$ cat src/rtl/sseg_pkg.sv
// Seven-segment definitions shared by the scan driver and its decoder:
// bit positions within {DP,g,f,e,d,c,b,a}, the hex glyph table and the slot phase.
package sseg_pkg;

    localparam int SEG_A  = 0;
    localparam int SEG_B  = 1;
    localparam int SEG_C  = 2;
    localparam int SEG_D  = 3;
    localparam int SEG_E  = 4;
    localparam int SEG_F  = 5;
    localparam int SEG_G  = 6;
    localparam int SEG_DP = 7;

    // Active-high gfedcba glyphs for 0..9, A, b, C, d, E, F.
    localparam logic [6:0] SEG_CODES [16] = '{
        7'h3F, 7'h06, 7'h5B, 7'h4F, 7'h66, 7'h6D, 7'h7D, 7'h07,
        7'h7F, 7'h6F, 7'h77, 7'h7C, 7'h39, 7'h5E, 7'h79, 7'h71
    };

    typedef enum logic {
        SLOT_DARK,
        SLOT_LIT
    } slot_phase_e;

    function automatic logic [7:0] seg_pack(input logic dp, input logic [6:0] gfedcba);
        logic [7:0] s;
        s         = '0;
        s[SEG_A]  = gfedcba[SEG_A];
        s[SEG_B]  = gfedcba[SEG_B];
        s[SEG_C]  = gfedcba[SEG_C];
        s[SEG_D]  = gfedcba[SEG_D];
        s[SEG_E]  = gfedcba[SEG_E];
        s[SEG_F]  = gfedcba[SEG_F];
        s[SEG_G]  = gfedcba[SEG_G];
        s[SEG_DP] = dp;
        return s;
    endfunction

endpackage

$ cat src/rtl/hex_to_7seg_decoder.sv
// Combinational nibble-to-glyph lookup; output is active-high {DP,g,f,e,d,c,b,a}.
module hex_to_7seg_decoder
    import sseg_pkg::*;
(
    input  logic [3:0] Hex,
    input  logic       DP,
    output logic [7:0] SSeg
);

    assign SSeg = seg_pack(DP, SEG_CODES[Hex]);

endmodule

$ cat src/rtl/multiplexed_sseg_driver.sv
// Time-multiplexed seven-segment scanner: one digit per PRESCALE-cycle slot,
// dark guard at the start of every slot, frame-synchronous shadow data.
module multiplexed_sseg_driver
    import sseg_pkg::*;
#(
    parameter int NUM_DIGITS = 4,
    parameter int PRESCALE   = 50000,
    parameter int DEADTIME   = 2,
    parameter int ACTIVE_LOW = 1
) (
    input  logic                    Clk,
    input  logic                    nRst,
    input  logic                    En,
    input  logic [4*NUM_DIGITS-1:0] Hex,
    input  logic [NUM_DIGITS-1:0]   DP,
    input  logic [NUM_DIGITS-1:0]   Blank,
    input  logic                    LZS,
    output logic [7:0]              SSeg,
    output logic [NUM_DIGITS-1:0]   Anode,
    output logic                    FrameTick
);

    localparam int CNT_W = (PRESCALE > 1) ? $clog2(PRESCALE) : 1;
    localparam int IDX_W = (NUM_DIGITS > 1) ? $clog2(NUM_DIGITS) : 1;
    localparam logic INV = (ACTIVE_LOW != 0);
    localparam logic [7:0]            SEG_OFF  = {8{INV}};
    localparam logic [NUM_DIGITS-1:0] AN_OFF   = {NUM_DIGITS{INV}};
    localparam logic [CNT_W-1:0]      CNT_LAST = CNT_W'(PRESCALE - 1);
    localparam logic [IDX_W-1:0]      IDX_LAST = IDX_W'(NUM_DIGITS - 1);

    logic [CNT_W-1:0]        cnt;
    logic [IDX_W-1:0]        idx;
    logic                    need_load;
    logic [4*NUM_DIGITS-1:0] sh_hex;
    logic [NUM_DIGITS-1:0]   sh_dp;
    logic [NUM_DIGITS-1:0]   sh_blank;
    logic                    sh_lzs;
    logic                    slot_end;
    logic                    frame_end;
    logic                    load_now;
    logic [4*NUM_DIGITS-1:0] cur_hex;
    logic [NUM_DIGITS-1:0]   cur_dp;
    logic [NUM_DIGITS-1:0]   cur_blank;
    logic                    cur_lzs;
    logic [NUM_DIGITS-1:0]   suppress;
    logic [3:0]              digit_hex;
    logic                    digit_dp;
    logic                    digit_blank;
    logic                    digit_supp;
    logic [7:0]              decoded;
    logic [7:0]              digit_seg;
    logic [NUM_DIGITS-1:0]   anode_hot;
    logic                    dark;
    slot_phase_e             phase;

    assign slot_end  = (cnt == CNT_LAST);
    assign frame_end = slot_end && (idx == IDX_LAST);
    assign load_now  = En && (need_load || frame_end);
    assign FrameTick = En && frame_end;

    always_ff @(posedge Clk or negedge nRst) begin
        if (!nRst) begin
            cnt <= '0;
            idx <= '0;
        end else if (En) begin
            if (slot_end) begin
                cnt <= '0;
                idx <= (idx == IDX_LAST) ? '0 : idx + 1'b1;
            end else begin
                cnt <= cnt + 1'b1;
            end
        end
    end

    always_ff @(posedge Clk or negedge nRst) begin
        if (!nRst) begin
            need_load <= 1'b1;
            sh_hex    <= '0;
            sh_dp     <= '0;
            sh_blank  <= '0;
            sh_lzs    <= 1'b0;
        end else if (load_now) begin
            need_load <= 1'b0;
            sh_hex    <= Hex;
            sh_dp     <= DP;
            sh_blank  <= Blank;
            sh_lzs    <= LZS;
        end
    end

    // The first frame after reset is shown from the live inputs, since its
    // shadow copy is only being taken during that very cycle.
    assign cur_hex   = need_load ? Hex   : sh_hex;
    assign cur_dp    = need_load ? DP    : sh_dp;
    assign cur_blank = need_load ? Blank : sh_blank;
    assign cur_lzs   = need_load ? LZS   : sh_lzs;

    always_comb begin : lead_zero
        logic zero_run;
        zero_run = 1'b1;
        suppress = '0;
        for (int i = NUM_DIGITS - 1; i >= 0; i--) begin
            zero_run = zero_run && (cur_hex[4*i +: 4] == 4'h0);
            if (i != 0) begin
                suppress[i] = cur_lzs && zero_run;
            end
        end
    end

    always_comb begin
        digit_hex   = 4'h0;
        digit_dp    = 1'b0;
        digit_blank = 1'b0;
        digit_supp  = 1'b0;
        for (int i = 0; i < NUM_DIGITS; i++) begin
            if (idx == IDX_W'(i)) begin
                digit_hex   = cur_hex[4*i +: 4];
                digit_dp    = cur_dp[i];
                digit_blank = cur_blank[i];
                digit_supp  = suppress[i];
            end
        end
    end

    hex_to_7seg_decoder u_decoder (
        .Hex  (digit_hex),
        .DP   (digit_dp),
        .SSeg (decoded)
    );

    // A suppressed leading zero keeps its decimal point; Blank kills everything.
    always_comb begin
        digit_seg = decoded;
        if (digit_blank) begin
            digit_seg = 8'h00;
        end else if (digit_supp) begin
            digit_seg = seg_pack(digit_dp, 7'h00);
        end
    end

    assign anode_hot = NUM_DIGITS'(1) << idx;

    if (DEADTIME > 0) begin : g_dead
        assign dark = (cnt < CNT_W'(DEADTIME));
    end else begin : g_nodead
        assign dark = 1'b0;
    end

    assign phase = dark ? SLOT_DARK : SLOT_LIT;

    always_ff @(posedge Clk or negedge nRst) begin
        if (!nRst) begin
            SSeg  <= SEG_OFF;
            Anode <= AN_OFF;
        end else if (!En || phase == SLOT_DARK) begin
            SSeg  <= SEG_OFF;
            Anode <= AN_OFF;
        end else begin
            SSeg  <= digit_seg ^ SEG_OFF;
            Anode <= anode_hot ^ AN_OFF;
        end
    end

endmodule

$ cat config.mk
export PLATFORM = sky130hd
export DESIGN_NAME = multiplexed_sseg_driver
export DESIGN_NICKNAME = d
export VERILOG_FILES = /design/src/rtl/sseg_pkg.sv /design/src/rtl/hex_to_7seg_decoder.sv /design/src/rtl/multiplexed_sseg_driver.sv
export SDC_FILE = /design/constraint.sdc
export NUM_CORES = 1
export LEC_CHECK = 0
export ABC_AREA = 0
export BUFFER_PORTS_ARGS = -buffer_cell sky130_fd_sc_hd__buf_2
export CORE_UTILIZATION = 25
export CTS_BUF_LIST = sky130_fd_sc_hd__clkbuf_8
export CTS_CLUSTER_SIZE = 28
export DETAILED_ROUTE_END_ITERATION = 10
export PLACE_DENSITY_LB_ADDON = 0.2
export SETUP_SLACK_MARGIN = 0.05
export SLEW_MARGIN = 20
export SYNTH_ARGS = -nofsm -noshare
export SYNTH_HDL_FRONTEND = slang
export SYNTH_SLANG_ARGS = --single-unit
$ cat constraint.sdc
create_clock -name Clk -period 2.35 [get_ports Clk]
set_input_delay 0 -clock Clk [delete_from_list [all_inputs] [get_ports Clk]]
set_output_delay 0 -clock Clk [all_outputs]
set_load 0.005 [all_outputs]
==> results of run 1 <==
[flip-flops by register name, summed over array words and instances, names as in the netlist]
| register | count |
|---|---|
| need_load | 1 |
| sh_hex | 16 |
| sh_lzs | 1 |
| sh_dp | 4 |
| Anode | 4 |
| cnt | 16 |
| sh_blank | 4 |
| SSeg | 8 |
| idx | 2 |
[area by class of cell]
class | instances | area, um^2
timing repair buffer | 108 | 822
clock buffer | 6 | 82.6
tap | 168 | 210
sequential | 56 | 1420
multi-input combinational | 196 | 1800
clock inverter | 2 | 7.51
fill | 1244 | 7840
inverter | 9 | 38.8
[worst min path at each step]
stage / start / slack [ps] / cells past startpoint / end
after CTS: En / 70 / 3 / cnt[2]
after detailed placement: nRst / -30 / 1 / sh_blank[1]
after global routing: En / 90 / 3 / cnt[2]
final: En / 70 / 3 / cnt[2]
after floorplan: nRst / -300 / 0 / cnt[0]
after global placement: nRst / -20 / 1 / sh_hex[6]
[power groups by stage]
stage | clock, mW | combinational [mW] | sequential (mW)
6_report | 0.549 | 0.370 | 1.13
5_1_grt | 0.613 | 0.422 | 1.14
4_1_cts | 0.574 | 0.373 | 1.13
3_5_place_dp | 0 | 0.331 | 1.15
3_3_place_gp | 0 | 0.329 | 1.15
2_1_floorplan | 0 | 0.165 | 1.15
[timing repair]
| item | in CTS | in global routing |
|---|---|---|
| resized for setup | 17 | 15 |
| hold endpoints to repair | 44 | 0 |
| endpoints found under the setup margin | 13 | 9 |
| hold buffers | 26 | 0 |
| pin swaps | 10 | 7 |
| buffers inserted | 9 | 4 |
[placed cells by master, fill, tap and decap left out, types with 5 or more instances in the layout]
cell	synthesis	final
nand3_1	11	10
buf_4	1	34
nor4_1	6	6
mux2i_1	11	11
nor2_1	14	14
buf_6	4	7
clkbuf_8	0	6
mux2_4	19	23
buf_2	2	40
inv_1	9	9
dlygate4sd3_1	0	26
nand2_1	19	19
xnor2_1	5	5
xor2_1	9	9
a21oi_1	5	5
mux2_2	24	20
dfrtp_1	43	43
dfstp_2	13	13
o211ai_1	6	6
[stage by stage]
stage | cell area, um^2 | total power [mW] | instances | utilization [%] | hold WS (ps)
floorplan | 3230 | 1.31 | 274 | - | -296
global placement | 3760 | 1.48 | 497 | 30.8 | -23.8
detailed placement | 3760 | 1.48 | 497 | 30.8 | -26.1
CTS | 4260 | 2.08 | 540 | 34.9 | 65.5
global route | 4380 | 2.18 | 545 | 35.8 | 86.2
finish | 4380 | 2.05 | 545 | 35.8 | 74.6
[layer usage]
layer  wire length, um  vias to the layer above  GRT usage [%]  part of all wire [%]
met4                74                        0           3.12                  0.97
met1              3800                     1185           15.7                    50
met3               246                        6           2.64                   3.2
met2              3490                       34           19.5                    46
li1                  -                     1200              -                     -
met5                 0                        -              0                     0
[tightest hold or removal path: stages]
cell,delay [ps]
buf_2,170
nand2_1,110
xnor2_1,70
[logic make-up (layout without fill, tap and decap cells)]
logic type,Yosys count,after routing,share of synthesized area [%]
AO/OA/AOI/OAI,42,42,10.1
XOR/XNOR,14,14,3.85
adder cells (fa/ha/maj),11,11,4.32
buffers and inverters,22,125,3.77
flip-flops,56,56,44.5
multiplexers,54,54,20.9
AND/OR/NAND/NOR,75,75,12.6
==> results.cfg, run 1 <==
[synthesis]
syn_inst = 274
synthArstFlopShare_pct = 100
ys_ff_latch = 56
synthesis.area_um2 = 3190
synth_enable_flop_cells = 0
ys.flop_type = dfrtp_1
syn_nets = 313
yosys_warnings = 0
synth_seq_area_share_pct = 44.5
synth_area_per_cell_um2 = 11.6
yosysUniqueCellTypes = 52
yosys.area.top_type_share_pct = 33.8
netlist_top_cells_count = dfrtp_1, mux2_2, mux2_4, nand2_1, nor2_1
yosys-top-cells-area = dfrtp_1, dfstp_2, mux2_4, mux2_2, ha_1
synth.most_common_cell = dfrtp_1
synth_largest_area_cell = dfrtp_1

[worst_setup_path]
start_kind = register
critPathBufInv = 3
max_stage_delay_ps = 580
critPathKind = register to register
cp-endpoint = SSeg[3]
path_delay_family = compound AO/OA/AOI/OAI gates
reg2reg_depth = 10
required_ps = 2600
crit_path_end_kind = register
worstReg2RegEnd = SSeg[3]
crit_start = need_load
path_depth = 10
critPathSlowestCell = dfstp_2
crit_path_cell_trace = buf_6, mux2_4, a221o_1, a22oi_2, buf_6, inv_6, ha_4, a21boi_1, a211oi_1, o21ai_1
r2r_start = need_load
critPathMaxFanout = 5
reg2reg_slack_ps = 30
crit_top_cell = buf_6
critPathArrivalTime_ps = 2570

[finish]
syn2layout_area_growth_pct = 37.2
drive_gt1_share_pct = 45.1
diodes = 0
fin_nets = 415

[grt]
grt_pass1_vias = 2466
antenna_found_initial = 0
overflow = 0
grt_pass1_wl_um = 12200
grt_max_degree = 27
grt_usage_pct = 11.8

[power]
leakage_nw = 2.03
p_int_mw = 1.48
p_per_area_nw_per_um2 = 469
p_comb_share_pct = 18.0
swShare_pct = 27.7
peakVddDrop_v = 0.000340
power_switching_mw = 0.567
pwr-share-clk_pct = 26.8
p_seq_share_pct = 55.2

[clock_network]
htree_num_levels = 2
cts-root-buf = clkbuf_8
clk_pin_slew_ps = 100
cts_tree = yes
cts_buffers = 5
insertion_delay_ps = 310
cts_sinks = 56
cts_buffer_depth = 2

[run_status]
outcome = finished clean

[sta]
hold_viol_final = 0
layout_min_cycle_time_ps = 2320
setup_viol = 0
period_share_pct = 98.9
worst_pin_slew_ps = 615
relSlewSlack_pct = 58.6
fin_tns_setup_ps = 0
rsz0062_at_grt = true
fin_skew_ps = 14.7
slew_violations = 0
worst_slack_ps = 26.8
fmaxAchievable_mhz = 430

[route]
drc = 0
drtIter0Drc = 66
ant_nets = 0
route.vias.total = 2425
wl_um = 7610
viasPerCell = 4.45
post_drt_wl_per_cell_um = 14.0
dr.pass1.iters = 4

[floorplanning]
core_area_um2 = 12200
fp.dieH_um = 115
die_x_um = 115
initial_core_util_pct = 26.1
io_pins = 41
row_count = 40
die_area_um2 = 13200

[placement]
place.gp.congestion = 0.727
pre_cts_slack_ps = -67.6
portBuffers = 40
dpl.hpwl_um = 5480

[flow_run]
maxCapViolations = 0

[hold_path]
hold_path.class = input port to register
Note: power is estimated with default switching activity, not from simulation.
==> run 2: changes to the inputs <==
--- a/config.mk
+++ b/config.mk
@@ -8,7 +8,7 @@
 export ABC_AREA = 0
 export BUFFER_PORTS_ARGS = -buffer_cell sky130_fd_sc_hd__buf_2
 export CORE_UTILIZATION = 25
-export CTS_BUF_LIST = sky130_fd_sc_hd__clkbuf_8
+export CTS_BUF_LIST = sky130_fd_sc_hd__clkbuf_16
 export CTS_CLUSTER_SIZE = 28
 export DETAILED_ROUTE_END_ITERATION = 10
 export PLACE_DENSITY_LB_ADDON = 0.2
==> results.cfg, run 2 (synthesized netlist as in run 1, its figures left out) <==
[sta]
period_share_pct = 98.0
slew_violations = 0
setup_viol = 0
fin_skew_ps = 9.48
fmaxAchievable_mhz = 434
hold_slack_ps = 102
worst_slack_ps = 47.3
rsz0062_at_grt = true
relSlewSlack_pct = 58.6
hold_viol_final = 0
worst_pin_slew_ps = 615
layout_min_cycle_time_ps = 2300

[worst_setup_path]
reg2reg_slack_ps = 50
crit_path_end_kind = register
required_ps = 2570
start_kind = register
critPathSlowestCell = dfstp_2
crit_path_cell_trace = mux2_4, a221o_1, a22oi_2, buf_6, inv_2, ha_4, a21boi_0, a211oi_1, o21ai_1
critPathArrivalTime_ps = 2520
critPathKind = register to register
max_stage_delay_ps = 620
critPathMaxFanout = 5

[grt]
grt_pass1_vias = 2440
grt_max_degree = 27
overflow = 0
antenna_found_initial = 0
grt_usage_pct = 11.8
grt_pass1_wl_um = 12300

[floorplanning]
io_pins = 41
die_area_um2 = 13200
initial_core_util_pct = 26.1
fp.dieH_um = 115
row_count = 40
die_x_um = 115
core_area_um2 = 12200

[power]
peakVddDrop_v = 0.000339
leakage_nw = 2.04
p_per_area_nw_per_um2 = 507

[route]
ant_nets = 0
wl_um = 7530
post_drt_wl_per_cell_um = 13.9
route.vias.total = 2397
drc = 0
dr.pass1.iters = 4
drtIter0Drc = 49
viasPerCell = 4.43

[finish]
drive_gt1_share_pct = 43.7
diodes = 0
syn2layout_area_growth_pct = 37.4
top_regs = cnt x16, sh_hex x16, SSeg x8
mostFrequentLayoutCell = dfrtp_1
fin_nets = 411
fill_cells = 1249
final_cell_mix = dfrtp_1, buf_2, buf_4, dlygate4sd3_1, mux2_4
multi_input_area_um2 = 1790
seq_area_um2 = 1420
fin_area_um2 = 4380

[placement]
place_area_um2 = 3760
pre_cts_slack_ps = -67.6
dpl.hpwl_um = 5480
place.gp.congestion = 0.727
portBuffers = 40

[clock_network]
cts_tree = yes
cts_buffer_depth = 2
cts_buffers = 5
htree_num_levels = 2
clk_pin_slew_ps = 70
cts_sinks = 56
cts-root-buf = clkbuf_16
insertion_delay_ps = 290

[flow_run]
maxCapViolations = 0

[run_status]
outcome = finished clean

[hold_path]
hold_path.class = input port to register
==> run 2: path summary, 6_finish.rpt <==
check	start	endpoint	cells past startpoint
max in group asynchronous	nRst	cnt[3]	3
worst min register to register	cnt[10]	cnt[10]	1
min in group asynchronous	nRst	sh_blank[1]	2
worst min-delay path	En	cnt[2]	3
worst max register to register	need_load	SSeg[3]	9
worst max-delay path	need_load	SSeg[3]	9
==> run 2: power by group <==
part / internal [mW] / total, mW / switching [mW] / leakage [nW]
logic: 0.188 / 0.369 / 0.181 / 1.25
registers: 1.06 / 1.13 / 0.0691 / 0.716
clock network: 0.385 / 0.719 / 0.334 / 0.0738
total: 1.64 / 2.22 / 0.584 / 2.04
==> run 2: stage by stage <==
step | utilization (%) | TNS (ps) | cells | total power [mW]
floorplan | - | -9.24 | 274 | 1.31
global placement | 30.8 | -14.9 | 497 | 1.48
detailed placement | 30.8 | -147 | 497 | 1.48
CTS | 34.9 | 0 | 536 | 2.25
global route | 35.9 | -102 | 541 | 2.35
finish | 35.9 | 0 | 541 | 2.22
==> run 2: routing by layer <==
metal,track usage (%),part of all wire [%]
met5,0,0
met4,2.60,0.76
met3,2.64,3.7
met2,19.4,45
met1,16.0,50
==> run 2: timing repair <==
action                                  in CTS  in global routing
gates resized for setup                     14                 12
pin swaps                                   10                  5
endpoints found under the hold margin       43                  0
hold buffers                                26                  0
endpoints found under the setup margin      13                 11
buffers inserted                             5                  4
==> run 2: final cells by class <==
type	count	area share, %
tap	168	4.80
timing repair buffer	104	18.0
clock inverter	3	0.257
inverter	9	0.771
sequential	56	32.4
clock buffer	5	2.86
multi-input combinational	196	41.0
==> run 2: worst max-delay path: cells and delay by family, from the launching register on <==
family          cells  cell delay, ps
fa+ha+maj           1             160
compound gates      5             920
mux                 1             320
buf+inv             2             200
flops               1             620
